$ cat src/rtl/multdiv_unit.sv
`default_nettype none
// ============================================================================
// Module   : multdiv_unit
// Purpose  : Iterative signed 32x32 multiply / 32/32 divide with HI/LO
//            registers. One iteration per cycle over unsigned magnitudes;
//            signs are applied when the result is written back.
// Revision : 1.0  initial release
// ============================================================================
module multdiv_unit (
  input  logic        clk,
  input  logic        reset,
  input  logic        start,
  input  logic        isdiv,
  input  logic [31:0] srca,
  input  logic [31:0] srcb,
  input  logic [1:0]  hilo,
  output logic [31:0] hilo_out,
  output logic        busy,
  output logic        stall,
  output logic [31:0] hi,
  output logic [31:0] lo
);

  typedef enum logic [1:0] {
    IDLE = 2'd0,
    RUN  = 2'd1,
    DONE = 2'd2
  } state_t;

  localparam logic [4:0] C_LAST_ITER = 5'd31;

  state_t      state_q, state_d;
  logic [4:0]  count_q, count_d;
  logic        isdiv_q, isdiv_d;
  logic [31:0] orig_a_q, orig_a_d;   // raw dividend, returned in HI on divide-by-zero
  logic        sign_q, sign_d;       // product / quotient sign
  logic        rsign_q, rsign_d;     // remainder sign follows the dividend
  logic [31:0] bmag_q, bmag_d;       // |srcb|: multiplicand or divisor
  logic [63:0] acc_q, acc_d;         // mult: {partial, multiplier}; div: {remainder, dividend/quotient}
  logic [31:0] hi_q, hi_d;
  logic [31:0] lo_q, lo_d;

  // Operand magnitudes; 0x80000000 negates to itself and is read as unsigned 2^31.
  logic [31:0] amag, bmag_in;
  always_comb begin
    amag    = srca[31] ? (~srca + 32'd1) : srca;
    bmag_in = srcb[31] ? (~srcb + 32'd1) : srcb;
  end

  // One shift-add multiply step and one restoring-divide step over the accumulator.
  logic [32:0] mul_sum;
  logic [63:0] mul_next;
  logic [32:0] div_shift;
  logic [32:0] div_diff;
  logic        div_ge;
  logic [63:0] div_next;
  always_comb begin
    mul_sum   = {1'b0, acc_q[63:32]} + (acc_q[0] ? {1'b0, bmag_q} : 33'd0);
    mul_next  = {mul_sum, acc_q[31:1]};
    div_shift = {acc_q[63:32], acc_q[31]};
    div_ge    = (div_shift >= {1'b0, bmag_q});
    div_diff  = div_shift - {1'b0, bmag_q};
    div_next  = div_ge ? {div_diff[31:0],  acc_q[30:0], 1'b1}
                       : {div_shift[31:0], acc_q[30:0], 1'b0};
  end

  // Signed results recovered from the final unsigned accumulator.
  logic [63:0] prod_signed;
  logic [31:0] quot_signed;
  logic [31:0] rem_signed;
  always_comb begin
    prod_signed = sign_q  ? (~acc_q + 64'd1)          : acc_q;
    quot_signed = sign_q  ? (~acc_q[31:0]  + 32'd1)   : acc_q[31:0];
    rem_signed  = rsign_q ? (~acc_q[63:32] + 32'd1)   : acc_q[63:32];
  end

  // Next-state and datapath update: accept in IDLE, iterate in RUN, write back in DONE.
  always_comb begin
    state_d  = state_q;
    count_d  = count_q;
    isdiv_d  = isdiv_q;
    orig_a_d = orig_a_q;
    sign_d   = sign_q;
    rsign_d  = rsign_q;
    bmag_d   = bmag_q;
    acc_d    = acc_q;
    hi_d     = hi_q;
    lo_d     = lo_q;
    case (state_q)
      IDLE: begin
        if (start) begin
          state_d  = RUN;
          count_d  = 5'd0;
          isdiv_d  = isdiv;
          orig_a_d = srca;
          sign_d   = srca[31] ^ srcb[31];
          rsign_d  = srca[31];
          bmag_d   = bmag_in;
          acc_d    = {32'd0, amag};
        end
      end
      RUN: begin
        acc_d   = isdiv_q ? div_next : mul_next;
        count_d = count_q + 5'd1;
        if (count_q == C_LAST_ITER) begin
          state_d = DONE;
        end
      end
      DONE: begin
        state_d = IDLE;
        if (isdiv_q) begin
          if (bmag_q == 32'd0) begin
            lo_d = 32'hFFFF_FFFF;
            hi_d = orig_a_q;
          end else begin
            lo_d = quot_signed;
            hi_d = rem_signed;
          end
        end else begin
          hi_d = prod_signed[63:32];
          lo_d = prod_signed[31:0];
        end
      end
      default: begin
        state_d = IDLE;
      end
    endcase
  end

  // State and datapath registers; reset abandons any operation in flight.
  always_ff @(posedge clk) begin
    if (reset) begin
      state_q  <= IDLE;
      count_q  <= 5'd0;
      isdiv_q  <= 1'b0;
      orig_a_q <= 32'd0;
      sign_q   <= 1'b0;
      rsign_q  <= 1'b0;
      bmag_q   <= 32'd0;
      acc_q    <= 64'd0;
      hi_q     <= 32'd0;
      lo_q     <= 32'd0;
    end else begin
      state_q  <= state_d;
      count_q  <= count_d;
      isdiv_q  <= isdiv_d;
      orig_a_q <= orig_a_d;
      sign_q   <= sign_d;
      rsign_q  <= rsign_d;
      bmag_q   <= bmag_d;
      acc_q    <= acc_d;
      hi_q     <= hi_d;
      lo_q     <= lo_d;
    end
  end

  // Status, hazard stall and HI/LO read mux, all combinational from the registers.
  always_comb begin
    busy  = (state_q != IDLE);
    stall = busy & (start | (hilo != 2'b00));
    hi    = hi_q;
    lo    = lo_q;
    case (hilo)
      2'b10:   hilo_out = hi_q;
      2'b01:   hilo_out = lo_q;
      default: hilo_out = 32'd0;
    endcase
  end

endmodule
`default_nettype wire
$ cat config.mk
export PLATFORM = sky130hd
export DESIGN_NAME = multdiv_unit
export DESIGN_NICKNAME = d
export VERILOG_FILES = /design/src/rtl/multdiv_unit.sv
export SDC_FILE = /design/constraint.sdc
export NUM_CORES = 1
export LEC_CHECK = 0
export ABC_AREA = 1
export ABC_CLOCK_PERIOD_IN_PS = 4500
export CAP_MARGIN = 25
export CELL_PAD_IN_SITES_DETAIL_PLACEMENT = 1
export CELL_PAD_IN_SITES_GLOBAL_PLACEMENT = 1
export CORE_UTILIZATION = 40
export DETAILED_ROUTE_END_ITERATION = 16
export PLACE_DENSITY_LB_ADDON = 0.1
export SYNTH_ARGS = -nofsm -noshare
export SYNTH_HDL_FRONTEND = slang
export SYNTH_SLANG_ARGS = --single-unit
$ cat constraint.sdc
create_clock -name clk -period 4.5 [get_ports clk]
set_input_delay 0.45 -clock clk [delete_from_list [all_inputs] [get_ports clk]]
set_output_delay 0.45 -clock clk [all_outputs]
set_load 0.01 [all_outputs]
==> impl_metrics.toml <==
[global_routing]
gr-total-overflow = 0
use_met3_pct = 6.37
grt_util_met2_pct = 57.2
grt_pass1_vias = 22700
grt_usage_pct = 38.7
grt_first_pass_wirelength_um = 140000
met1_usage_pct = 57.6
busiest_layer = "met1"
grt_max_degree = 85
grt_antenna_before_repair = 2

[detailed_routing]
dr.pass1.iters = 5
drt_iter0_drc = 2904
avgViaCountPerCell = 5.88
avgRoutedWirePerCell_um = 23.5
drt-total-wl_um = 94700
ant_nets = 0
dr_total_vias = 23600
drc = 0

[synthesis]
synthFlopType = "dfxtp_1"
synthDominantCellAreaShare_pct = 21.5
yosysMostFrequentCell = "nand2_1"
synth_top_cell_by_area = "dfxtp_1"
syn_area_sq_um = 18800
synth_seq_cells = 201
yosys_warnings = 0
synth-simple-area-share_pct = 37.1
synth_compound_area_share_pct = 19.4
syn_nets = 3453
synthAdderAreaFrac_pct = 5.08
ys_seq_area_share_pct = 21.5
synth_cell_types = 51
synth-xor-area-share_pct = 4.02
synthCells = 3308
synth_edf_count = 0
synth.area.top_cells = "dfxtp_1 (21%), nand2_1 (18%), inv_1 (9.6%)"
async_reset_ff_share_pct = 0
synth_top_family_by_area = "simple AND/OR/NAND/NOR gates"
synth_mux_area_share_pct = 0
syn_area_per_cell_sq_um = 5.67
synth_commonest_cells = "nand2_1 (915), inv_1 (478), nor2_1 (318)"

[clocking]
worstSkewPairLatency_ps = 590
cts_buffers = 27
path_clk_slew_ps = 70
cts_setup_buffers = 0
htreeDepth = 1
cts.path.max_buffers = 3
cts_resized = 0
cts.sinks = 201
cts_tree = "yes"
ctsHoldBuffers = 0
cts-root-buf = "clkbuf_16"

[timing]
hold_violations = 0
finalCritPeriodShare_pct = 71.8
achievable-frequency_ghz = 0.310
fin_hold_ws_ps = 474
rsz0062_at_grt = "false"
layout_min_cycle_time_ps = 3230
fin_skew_ps = 32.1
finalSetupViolCount = 0
finalMaxSlewViolations = 0
relSlewSlack_pct = 30.4
tns_ps = 0
tightestPinTransition_ps = 1040

[finish]
nets = 3552
postLayoutCellArea_sq_um = 21900
area_growth_pct = 16.8
final_cells = 4024
drive_gt1_share_pct = 4.26
antenna_cells = 0

[critical_path]
r2r_cells = 13
crit_top_cell = "inv_1"
critPathMaxFanout = 30
crit_chain = "inv_1, nand4_1, nor2_1, nand2_1, nor2_2, inv_1, nor2_2, buf_4, nor2_1, buf_4, inv_1, o221ai_1, inv_1"
critPathSlowestCell = "inv_1"
critPathArrivalTime_ps = 3740
end_kind = "register"
max_stage_delay_ps = 390
crit_buf_inv = 6
cp-start-kind = "register"
ff2ff_setup_slack_ps = 1270
timing_worst_setup_path_type = "reg2reg"
cp_top_family = "buffers and inverters"
cp.required_ps = 5010
cp_num_cells = 13

[floorplanning]
dieArea_sq_um = 47800
initial_core_util_pct = 41.0
num_rows = 78
chipHeight_um = 219
die_w_um = 219
coreArea_sq_um = 45800
ioPinCount = 168

[placement]
hpwl_um = 75000
place_congestion = 1.03
portBuffers = 167
placed_area_sq_um = 21000
dp_cells = 3976

[pwr]
total_power_uw = 6620
power_density_nw_per_um2 = 302
p_leak_uw = 0.0104
peakVddDrop_mv = 0.269

[min_path]
hold_path_depth = 2
hp-class = "reg2reg"

[run_status]
status = "complete, no violations"

[run]
cap_violations = 0
[through the flow]
stage	utilization, %	worst slack, ps
2_1_floorplan	-	2150
3_5_place_dp	45.8	1120
3_3_place_gp	45.7	1100
6_report	47.9	1270
5_1_grt	47.9	1160
4_1_cts	47.7	1110
[sequential cells by signal, indices dropped and copies added (netlist names)]
name      cells
orig_a_q     32
bmag_q       32
state_q       2
count_q       5
isdiv_q       1
lo           32
sign_q        1
hi           32
acc_q        64
[metal layers]
metal / part of all wire [%] / wire length (um)
met1: 46 / 43400
met2: 42 / 39600
met3: 9.9 / 9360
met4: 2.5 / 2330
met5: 0.014 / 13
[path summary, 6_finish.rpt]
path,to,from
max,lo[26]$_SDFFE_PP0N_,bmag_q[30]$_SDFFE_PP0P_
min reg2reg,count_q[3]$_SDFFE_PP0P_,count_q[3]$_SDFFE_PP0P_
max reg2reg,lo[26]$_SDFFE_PP0N_,bmag_q[30]$_SDFFE_PP0P_
min,count_q[3]$_SDFFE_PP0P_,count_q[3]$_SDFFE_PP0P_
[placed cells by master (no fill, tap or decap), types with 4 or more instances in the layout]
| master | synthesis | final |
|---|---|---|
| nand3_1 | 254 | 254 |
| nand2_2 | 8 | 8 |
| nand3_2 | 5 | 5 |
| nor4_1 | 8 | 8 |
| nor2_4 | 4 | 7 |
| inv_1 | 478 | 477 |
| a31oi_1 | 21 | 21 |
| o221ai_1 | 16 | 16 |
| buf_4 | 4 | 35 |
| and2_1 | 4 | 4 |
| nor3_2 | 5 | 5 |
| dfxtp_1 | 201 | 199 |
| ha_1 | 73 | 73 |
| o21ai_0 | 245 | 245 |
| inv_2 | 6 | 7 |
| nor2_1 | 318 | 316 |
| a211oi_1 | 6 | 6 |
| clkdlybuf4s50_1 | 0 | 166 |
| buf_16 | 0 | 4 |
| a41oi_1 | 4 | 4 |
| clkbuf_16 | 0 | 27 |
| clkinv_1 | 5 | 4 |
| nand4_1 | 44 | 44 |
| nand2_1 | 915 | 915 |
| clkinv_2 | 0 | 4 |
| nand3b_1 | 16 | 16 |
| a21oi_1 | 314 | 314 |
| or2_2 | 8 | 8 |
| xor2_1 | 80 | 80 |
| o21ai_1 | 13 | 13 |
| o211ai_1 | 22 | 22 |
| nor3_1 | 37 | 37 |
| o21bai_1 | 16 | 16 |
| nor2_2 | 11 | 10 |
| xnor2_1 | 6 | 6 |
[logic make-up (layout without fill, tap and decap cells)]
kind of cell	Yosys count	count (layout)
and+or+nand+nor	1645	1645
AOI/OAI and AO/OA	674	674
buffers and inverters	627	743
DFF	201	201
xor gates and xnor gates	86	86
adders and majority gates	75	75
[worst reg2reg max path: stages (launching register included)]
cell,delay (ps)
dfxtp_1,380
inv_1,210
nand4_1,190
nor2_1,150
nand2_1,140
nor2_2,320
inv_1,280
nor2_2,140
buf_4,350
nor2_1,90
buf_4,230
inv_1,390
o221ai_1,200
inv_1,70
[layout make-up]
class	count	area (sq um)
Clock buffer	33	728
Clock inverter	13	174
Fill cell	6503	23900
Inverter	490	1850
Multi-Input combinational cell	2480	12300
Sequential cell	201	4030
Tap cell	600	751
Timing Repair Buffer	207	2060
[where the power goes]
group          switching [uW]  leakage (uW)  internal (uW)
combinational            1660       0.00832            650
clock                     930      0.000435           1320
sequential                179       0.00165           1880
Power figures use the tool's default switching activity.
